===== src/rtl/ram_arb_pkg.sv =====
// Shared types for the RAM arbiter: FSM states, requester IDs, CPU ROM page constants.
// Latency: n/a (types and constants only).
// Backpressure: n/a.
package ram_arb_pkg;

    typedef enum logic [1:0] {
        ST_IDLE  = 2'd0,
        ST_ISSUE = 2'd1,
        ST_WAIT  = 2'd2,
        ST_DONE  = 2'd3
    } arb_state_t;

    typedef enum logic [1:0] {
        BOOT = 2'd0,
        VID  = 2'd1,
        CPU  = 2'd2
    } req_id_t;

    // CPU pages (cpu_a[22:14]) that return real data when ROM masking is on:
    // the whole lower half (top page bit clear) plus two extra pages.
    localparam logic       ROM_LOW_HALF_BIT = 1'b0;
    localparam logic [8:0] ROM_PAGE_A       = 9'h100;
    localparam logic [8:0] ROM_PAGE_B       = 9'h107;

    function automatic logic cpu_page_visible(input logic [22:0] addr);
        logic [8:0] page;
        page = addr[22:14];
        return (page[8] == ROM_LOW_HALF_BIT) || (page == ROM_PAGE_A) || (page == ROM_PAGE_B);
    endfunction

endpackage


===== src/rtl/ram_arb_select.sv =====
// Winner selection: boot > video > CPU, with CPU promoted over video after CPU_STARVE_MAX video grants.
// Latency: combinational winner; the starvation counter updates on the grant edge.
// Backpressure: grants only when grant_i is asserted by the FSM; requests are level and simply wait.
module ram_arb_select
    import ram_arb_pkg::*;
#(
    parameter int unsigned CPU_STARVE_MAX = 3
) (
    input  logic    clk_sys,
    input  logic    reset,
    input  logic    boot_req_i,
    input  logic    vid_req_i,
    input  logic    cpu_req_i,
    input  logic    grant_i,
    output logic    win_vld_o,
    output req_id_t win_id_o
);

    localparam int unsigned       CNT_W      = $clog2(CPU_STARVE_MAX + 2);
    localparam logic [CNT_W-1:0]  STARVE_LIM = CNT_W'(CPU_STARVE_MAX);

    logic [CNT_W-1:0] starve_q;
    logic [CNT_W-1:0] starve_d;
    logic             starve_hit;

    assign starve_hit = (starve_q >= STARVE_LIM);

    // Pick the winner from the current request levels and the starvation state.
    always_comb begin
        win_vld_o = boot_req_i | vid_req_i | cpu_req_i;
        win_id_o  = BOOT;
        if (boot_req_i) begin
            win_id_o = BOOT;
        end else if (cpu_req_i && (starve_hit || !vid_req_i)) begin
            win_id_o = CPU;
        end else if (vid_req_i) begin
            win_id_o = VID;
        end
    end

    // Count video grants taken while the CPU waits; any CPU grant clears the count.
    always_comb begin
        starve_d = starve_q;
        if (grant_i) begin
            if (win_id_o == CPU) begin
                starve_d = '0;
            end else if ((win_id_o == VID) && cpu_req_i && !starve_hit) begin
                starve_d = starve_q + CNT_W'(1);
            end
        end
    end

    // Starvation counter register.
    always_ff @(posedge clk_sys) begin
        if (reset) begin
            starve_q <= '0;
        end else begin
            starve_q <= starve_d;
        end
    end

endmodule


===== src/rtl/ram_arbiter.sv =====
// Three-way (boot/video/CPU) arbiter onto a single-port RAM; optional CPU ROM-page masking via RAM_ARB_ROMMASK_EN.
// Latency: IDLE->ISSUE->WAIT->DONE, 4 cycles IDLE-to-IDLE with a 1-cycle mem_ack.
// Backpressure: requesters hold level requests until their ack pulse; WAIT stretches until mem_ack.
module ram_arbiter
    import ram_arb_pkg::*;
#(
    parameter int unsigned CPU_STARVE_MAX = 3,
    parameter logic [6:0]  VID_PAGE       = 7'h02
) (
    input  logic        clk_sys,
    input  logic        reset,
    input  logic        boot_req,
    input  logic [22:0] boot_a,
    input  logic [7:0]  boot_d,
    output logic        boot_ack,
    input  logic        cpu_rd,
    input  logic        cpu_wr,
    input  logic [22:0] cpu_a,
    input  logic [7:0]  cpu_din,
    output logic [7:0]  cpu_dout,
    output logic        cpu_ack,
    input  logic        vid_req,
    input  logic [15:0] vid_a,
    output logic [7:0]  vid_dout,
    output logic        vid_ack,
    output logic        mem_req,
    output logic        mem_we,
    output logic [22:0] mem_a,
    output logic [7:0]  mem_din,
    input  logic [7:0]  mem_dout,
    input  logic        mem_ack
);

    arb_state_t  state_q;
    arb_state_t  state_d;
    req_id_t     win_q;
    logic        we_q;
    logic [22:0] addr_q;
    logic [7:0]  din_q;
    logic [7:0]  cpu_dout_q;
    logic [7:0]  vid_dout_q;

    logic        sel_vld;
    req_id_t     sel_id;
    logic        grant;
    logic        rd_done;
    logic [7:0]  cpu_rd_data;

    assign grant   = (state_q == ST_IDLE) && sel_vld;
    assign rd_done = (state_q == ST_WAIT) && mem_ack && !we_q;

    ram_arb_select #(
        .CPU_STARVE_MAX (CPU_STARVE_MAX)
    ) u_select (
        .clk_sys    (clk_sys),
        .reset      (reset),
        .boot_req_i (boot_req),
        .vid_req_i  (vid_req),
        .cpu_req_i  (cpu_rd | cpu_wr),
        .grant_i    (grant),
        .win_vld_o  (sel_vld),
        .win_id_o   (sel_id)
    );

`ifdef RAM_ARB_ROMMASK_EN
    assign cpu_rd_data = cpu_page_visible(addr_q) ? mem_dout : 8'hFF;
`else
    assign cpu_rd_data = mem_dout;
`endif

    // State register.
    always_ff @(posedge clk_sys) begin
        if (reset) begin
            state_q <= ST_IDLE;
        end else begin
            state_q <= state_d;
        end
    end

    // Next-state: one issue cycle, wait for the memory, one ack cycle, back to arbitration.
    always_comb begin
        state_d = state_q;
        case (state_q)
            ST_IDLE:  if (sel_vld) state_d = ST_ISSUE;
            ST_ISSUE: state_d = ST_WAIT;
            ST_WAIT:  if (mem_ack) state_d = ST_DONE;
            ST_DONE:  state_d = ST_IDLE;
            default:  state_d = ST_IDLE;
        endcase
    end

    // Outputs decoded from state: single-cycle mem_req and per-requester ack pulses.
    always_comb begin
        mem_req  = (state_q == ST_ISSUE);
        boot_ack = (state_q == ST_DONE) && (win_q == BOOT);
        vid_ack  = (state_q == ST_DONE) && (win_q == VID);
        cpu_ack  = (state_q == ST_DONE) && (win_q == CPU);
    end

    // Latch the winner's command at grant; it stays on the memory bus until the next grant.
    always_ff @(posedge clk_sys) begin
        if (reset) begin
            win_q  <= BOOT;
            we_q   <= 1'b0;
            addr_q <= '0;
            din_q  <= '0;
        end else if (grant) begin
            win_q <= sel_id;
            case (sel_id)
                BOOT: begin
                    we_q   <= 1'b1;
                    addr_q <= boot_a;
                    din_q  <= boot_d;
                end
                VID: begin
                    we_q   <= 1'b0;
                    addr_q <= {VID_PAGE, vid_a};
                    din_q  <= '0;
                end
                default: begin
                    // rd+wr together counts as a write
                    we_q   <= cpu_wr;
                    addr_q <= cpu_a;
                    din_q  <= cpu_din;
                end
            endcase
        end
    end

    // Capture read data for the winning channel; each dout holds until that channel's next read.
    always_ff @(posedge clk_sys) begin
        if (reset) begin
            cpu_dout_q <= 8'hFF;
            vid_dout_q <= 8'hFF;
        end else if (rd_done) begin
            if (win_q == VID) begin
                vid_dout_q <= mem_dout;
            end else if (win_q == CPU) begin
                cpu_dout_q <= cpu_rd_data;
            end
        end
    end

    assign mem_we   = we_q;
    assign mem_a    = addr_q;
    assign mem_din  = din_q;
    assign cpu_dout = cpu_dout_q;
    assign vid_dout = vid_dout_q;

endmodule


===== config.mk =====
export PLATFORM = sky130hd
export DESIGN_NAME = ram_arbiter
export DESIGN_NICKNAME = d
export VERILOG_FILES = /design/src/rtl/ram_arb_pkg.sv /design/src/rtl/ram_arb_select.sv /design/src/rtl/ram_arbiter.sv
export SDC_FILE = /design/constraint.sdc
export NUM_CORES = 1
export LEC_CHECK = 0
export BUFFER_PORTS_ARGS = -buffer_cell sky130_fd_sc_hd__buf_2
export CELL_PAD_IN_SITES_DETAIL_PLACEMENT = 1
export CELL_PAD_IN_SITES_GLOBAL_PLACEMENT = 1
export CORE_MARGIN = 2
export CORE_UTILIZATION = 27
export CTS_CLUSTER_DIAMETER = 40
export DETAILED_ROUTE_END_ITERATION = 7
export GPL_TIMING_DRIVEN = 0
export HOLD_SLACK_MARGIN = 0.02
export PLACE_DENSITY_LB_ADDON = 0.1
export RECOVER_POWER = 50
export SLEW_MARGIN = 20
export SYNTH_ARGS = -nofsm -noshare
export SYNTH_HDL_FRONTEND = slang
export SYNTH_SLANG_ARGS = --single-unit
export TNS_END_PERCENT = 100

===== constraint.sdc =====
create_clock -name clk_sys -period 1.6 [get_ports clk_sys]
set_input_delay 0.32 -clock clk_sys [delete_from_list [all_inputs] [get_ports clk_sys]]
set_output_delay 0.32 -clock clk_sys [all_outputs]
set_load 0.02 [all_outputs]

==> Word-level counts from Yosys, hierarchy flattened <==
Index checks and enable logic that the tools add are counted.
{ "word_totals": {"regBits": 55, "input_bits": 93} }
{ "classes": {"n_bitwise": 4, "n_addsub": 1, "n_reduce_logical": 21, "n_eq_ne": 9, "n_lt_le_gt_ge": 1, "mux": 11} }
{ "ops": {"columns": ["cell", "count"], "rows": [
  ["$pmux 23 s2", 1],
  ["$pmux 8 s2", 1],
  ["$logic_and 1x1->1", 9],
  ["$eq 2x2->1 const B", 4],
  ["$mux 2", 4],
  ["$pmux 2 s4", 1],
  ["$eq 2x1->1 const B", 3],
  ["$logic_not 2->1", 3],
  ["$mux 3", 2],
  ["$reduce_and 2->1", 3],
  ["$ne 2x2->1 const B", 2],
  ["$add 3x1->3 const B", 1],
  ["$ge 3x2->1 const B", 1],
  ["$logic_not 1->1", 3],
  ["$or 1x1->1", 3],
  ["$reduce_and 3->1", 1],
  ["$pmux 1 s2", 1],
  ["$reduce_bool 2->1", 1],
  ["$logic_or 1x1->1", 1],
  ["$mux 1", 1],
  ["$not 1->1", 1]
]} }

==> Longest topological paths before layout <==
{ "logic_depth": {"word_depth": 10, "mapped_depth": 7, "mapped_depth_nobuf": 6} }

==> Hierarchy <==
Synthesis repeated with hierarchy kept, for this count alone.
{ "unflattened": {"hier_cells": 297, "hier_area_um2": 2596.2} }
{ "modules_own_cells": {"columns": ["mod", "cells_per_inst", "n_inst", "area_per_inst_um2", "seq_area_each_um2"], "rows": [
  ["ram_arbiter", 276, 1, 2403.6, 1041.0],
  ["ram_arb_select", 21, 1, 192.7, 60.1]
]} }

==> Worst setup path before layout <==
No wires, ideal clock.
{ "synth_path": {"kind": "register to register", "startpoint": "register u_select.starve_q[0]", "endpoint": "register addr_q[2], in the netlist mem_a[2]", "t_required_ns": 1.526, "path_stages_with_launch": 8, "setup_time_ns": 0.074, "path_slack_ns": -0.106, "t_arrival_ns": 1.632, "cell_sequence": "dfxtp_1 ha_1 ha_1 a211oi_4 a211o_1 buf_4 o22ai_1 o21ai_0"} }
{ "synth_between": {"elab_chain_cells": 7, "word_cells_on_any_way": 8} }
{ "synth_rtl": {"columns": ["element", "line", "rtl"], "rows": [
  ["from (decl)", "ram_arb_select.sv:22", "logic [CNT_W-1:0] starve_q;"],
  ["from (signal assigned)", "ram_arb_select.sv:58", "starve_q <= starve_d;"],
  ["$ge 3x2->1 (*)", "ram_arb_select.sv:26", "assign starve_hit = (starve_q >= STARVE_LIM);"],
  ["$logic_or 1x1->1 (*)", "ram_arb_select.sv:34", "end else if (cpu_req_i && (starve_hit || !vid_req_i)) begin"],
  ["$logic_and 1x1->1 (*)", "ram_arb_select.sv:34", null],
  ["$mux 2 (*)", "ram_arb_select.sv:34", null],
  ["$mux 2 (*)", "ram_arb_select.sv:32", "if (boot_req_i) begin"],
  ["$eq 2x1->1 or $logic_not 2->1 (tied branches)", "ram_arbiter.sv:109", "case (sel_id)"],
  ["$pmux 23 s2 (*)", "ram_arbiter.sv:109", null],
  ["to (signal assigned)", "ram_arbiter.sv:112", "addr_q <= boot_a;"],
  ["to (signal assigned)", "ram_arbiter.sv:117", "addr_q <= {VID_PAGE, vid_a};"],
  ["to (signal assigned)", "ram_arbiter.sv:123", "addr_q <= cpu_a;"],
  ["to (decl)", "ram_arbiter.sv:38", "logic [22:0] addr_q;"]
]} }
Mark *: on every way between the ends. The rest lies on a longest branch, timed or not.
A chain may end at the register's enable or synchronous reset.

==> Worst setup path after layout <==
{ "layout_path": {"startpoint": "register u_select.starve_q[1]", "endpoint": "register din_q[7], in the netlist mem_din[7]"} }
{ "layout_between": {"elab_chain_cells": 7, "word_cells_on_any_way": 8} }
{ "layout_rtl": {"columns": ["element", "line", "rtl"], "rows": [
  ["$ge 3x2->1 (*)", "ram_arb_select.sv:26", null],
  ["$logic_or 1x1->1 (*)", "ram_arb_select.sv:34", null],
  ["$logic_and 1x1->1 (*)", "ram_arb_select.sv:34", null],
  ["$mux 2 (*)", "ram_arb_select.sv:34", null],
  ["$mux 2 (*)", "ram_arb_select.sv:32", null],
  ["$eq 2x1->1 or $logic_not 2->1 (tied branches)", "ram_arbiter.sv:109", null],
  ["$pmux 8 s2 (*)", "ram_arbiter.sv:109", null],
  ["to (signal assigned)", "ram_arbiter.sv:113", "din_q <= boot_d;"],
  ["to (signal assigned)", "ram_arbiter.sv:124", "din_q <= cpu_din;"],
  ["to (decl)", "ram_arbiter.sv:39", "logic [7:0] din_q;"]
]} }
Marked as above.

==> results summary <==
The final reports fail on negative setup slack. The TritonCTS clock tree is yes. The number of flops mapped to enable cells by yosys came out at 0. The final critical path time including I/O delays and setup came out at 1.70 ns. The clock skew came out at 0.00855 ns. The worst setup path is of the register to register kind.

Synthesis handed over a netlist of 270 instances. The via count came out at 2,649. The post-placement cell area is 0.00337 mm^2. After synthesis, the share of flip-flops with an asynchronous set or reset is 0. The number of clock buffers inserted by TritonCTS is 5. The power density of the placed cells came out at 1160 mW/mm^2. In the post-synthesis netlist, the biggest area contributors are dfxtp_1 46%, nand2_1 7.8%, o21ai_0 6.4%. The clock slew at the register clock pins of the worst setup and hold paths is 0.10 ns. The count of standard-cell rows is 34. STA classifies the critical path endpoint as a register. The number of sinks driven by the clock tree came out at 55. The total length of routed wires is 8370 um.

Among all flip-flop cells after synthesis, the most frequent one is dfxtp_1. The later-pin clock latency in the skew report is 0.31 ns. The initial core utilization is 0.277. The sequential share of the synthesized area is 0.455. The number of vias per cell is 4.78. The count of pins over their slew limit is 0. The number of buffer cells added on primary ports is 142. The first-pass GRT wire length came out at 13,000 um. Setup repair after global routing could not meet its margin everywhere. The buffer cell driving the clock tree root is clkbuf_8. The final weighted congestion of routability-driven global placement came out at 0.767. The worst path arrival time came out at 1.91 ns. The worst-margin pin slew came out at 0.572 ns. The placeable core region is 0.00872 mm^2.

The layout-stage area growth over the synthesis result came out at 65.3%. For this block, the initial DRC count from the detailed router was 31. Entering global routing, the biggest net connects 17 pins. The average cell area after synthesis is 8.96 um^2.

The post-synth design cell area came out at 0.00242 mm^2. The total length of routed met2 wires is 4200 um. The via count of the first global-routing pass came to 2,685. In the finished design, the share of the clock period the worst path needs comes to 1.06.

Overall power consumption after layout is estimated at 4.65 mW. The max-cap check violation count came out at 0. The tightest slew margin relative to the limit came out at 0.617.

The finished layout cell area came out at 0.00400 mm^2. Signal routing reaches up to met4. The met3 wirelength from detailed routing came out at 538 um.

The total overflow left after global routing is 0. The startpoint class of the critical path is a register. The Yosys step of the flow raised 0 warnings. The required time of the critical path is 1.81 ns. The setup slack after layout is -0.102 ns.

The flow ran to the end, but the final reports show violations. Detailed placement ended at an HPWL of 6150 um. The net count after synthesis is 370.

The flip-flop and latch count after synthesis is 55. The worst reg-to-reg setup slack came out at -0.10 ns. The full die area is 0.00974 mm^2.

For this run, the post-layout net count is 545. Based on the critical path, the design can be clocked at up to 0.587 GHz. The top-level port count came out at 145. The CTS H-tree depth came out at 2. Along the worst path, the maximum fanout reaches 5. The maximum clock path buffer count came out at 2. The most common cell in the synthesized netlist is dfxtp_1.

The count of nets left with antenna violations once routing finished came out at 0. The share of synthesized area in the top cell type comes to 0.455. In the synthesized netlist, the cells that appear most often are 55 x dfxtp_1, 50 x nand2_1, 31 x o21ai_0. The first-pass iteration count of the detailed router came out at 4.

The leakage power of the design came out at 1.74 nW. The final hold violation count came out at 0. The share of post-route cells with drive strength above 1 is 0.504.

The number of antenna violations at the first check in global routing is 0. The die is 98.7 um wide. The maximum VDD drop came out at 0.000433 V. The distinct cell type count of the synthesized netlist is 38. The dominant cell type by area after synthesis is dfxtp_1. The overall fraction of global-route tracks in use came out at 0.165.

The total of fill cells in the finished design came out at 1,056. The residual DRC count came out at 0. The die is 98.7 um tall. The setup-violating endpoint count in the final report came out at 43. In the final routed layout, each cell accounts on average for 15.1 um. In the final routing, the length of wire on met1 measures 3580 um. The tightest min-delay check is of the input pin to register type. The number of antenna repair diodes came out at 0.
-- critical path, cell delays in order (launching register included) --
cell,delay (ns)
dfxtp_4,0.36
ha_4,0.16
ha_4,0.15
a211oi_4,0.20
buf_6,0.16
buf_6,0.10
a2111oi_4,0.06
buf_4,0.18
buf_6,0.13
nand2_2,0.05
nand2_1,0.05
-- cell usage in the layout, fill, tap and decap left out, drive strengths merged --
cell	count
or3	2
nand3b	1
o22ai	16
o221a	1
nand2b	2
dfxtp	55
and3b	2
a31oi	1
nor2	7
bufinv	1
o41a	1
clkinv	1
a211o	17
nand3	2
mux2i	1
clkbuf	40
nor3	2
nor2b	18
buf	149
a2bb2oi	1
o211ai	2
o21ai	34
a211oi	2
ha	7
inv	5
a21o	1
a21oi	6
nand2	50
a2111oi	1
or2	1
a22oi	14
nor3b	3
-- report_power, final --
part,switching (mW),internal (mW),leakage (nW)
sequential,0.193,1.67,0.454
combinational,1.07,0.729,1.22
clock,0.473,0.508,0.0612
-- sequential cells by signal, indices dropped and copies added (netlist names) --
register,flops
cpu_dout,8
mem_a,23
mem_din,8
mem_we,1
state_q,2
u_select.starve_q,3
vid_dout,8
win_q,2
-- logic make-up after synthesis --
family	count (synthesis)	share of synthesized area
muxes	1	0.00414
and+or+nand+nor	90	0.184
adders and majority gates	7	0.0362
AOI/OAI and AO/OA	97	0.280
buffers and inverters	20	0.0403
DFF	55	0.455
-- final timing paths --
path / start / end / depth (start not counted)
hold / removal: cpu_din[3] / mem_din[3] / 3
hold reg to reg: mem_a[11] / mem_a[11] / 2
setup / recovery: u_select.starve_q[1] / mem_din[7] / 10
setup reg to reg: u_select.starve_q[1] / mem_din[7] / 10
-- metal layers --
metal / GRT usage / vias up
li1: - / 1319
met1: 0.210 / 1247
met2: 0.285 / 79
met3: 0.0418 / 4
met4: 0.0348 / 0
met5: 0 / -
-- through the flow --
stage	hold slack, ns	setup WS, ns	utilization	TNS, ns	instances
after detailed placement	0.443	-0.362	0.386	-9.72	520
after CTS	0.192	-0.139	0.421	-3.72	544
after floorplan	0.426	-0.0639	-	-0.652	270
after global routing	0.194	-0.165	0.459	-6.08	554
after global placement	0.433	-0.316	0.386	-8.78	520
final	0.202	-0.102	0.459	-2.75	554
-- final cells by class --
type / instances / area (um^2) / share of cell area
buffer: 15 / 120 / 0.0300
tap: 108 / 135 / 0.0338
timing repair buffer: 168 / 946 / 0.236
clock inverter: 2 / 35.0 / 0.00876
multi-input combinational: 195 / 1540 / 0.386
inverter: 5 / 21.3 / 0.00532
clock buffer: 6 / 82.6 / 0.0206
sequential: 55 / 1120 / 0.279
-- timing repair --
| item | in CTS | in global routing |
|---|---|---|
| hold buffers | 0 | 0 |
| setup buffers | 18 | 10 |
| gates resized for setup | 22 | 64 |
| setup endpoints to repair | 52 | 53 |
| cloned | 1 | 1 |
| pin swaps | 27 | 39 |
No activity file was read; power rests on OpenSTA's default activity.
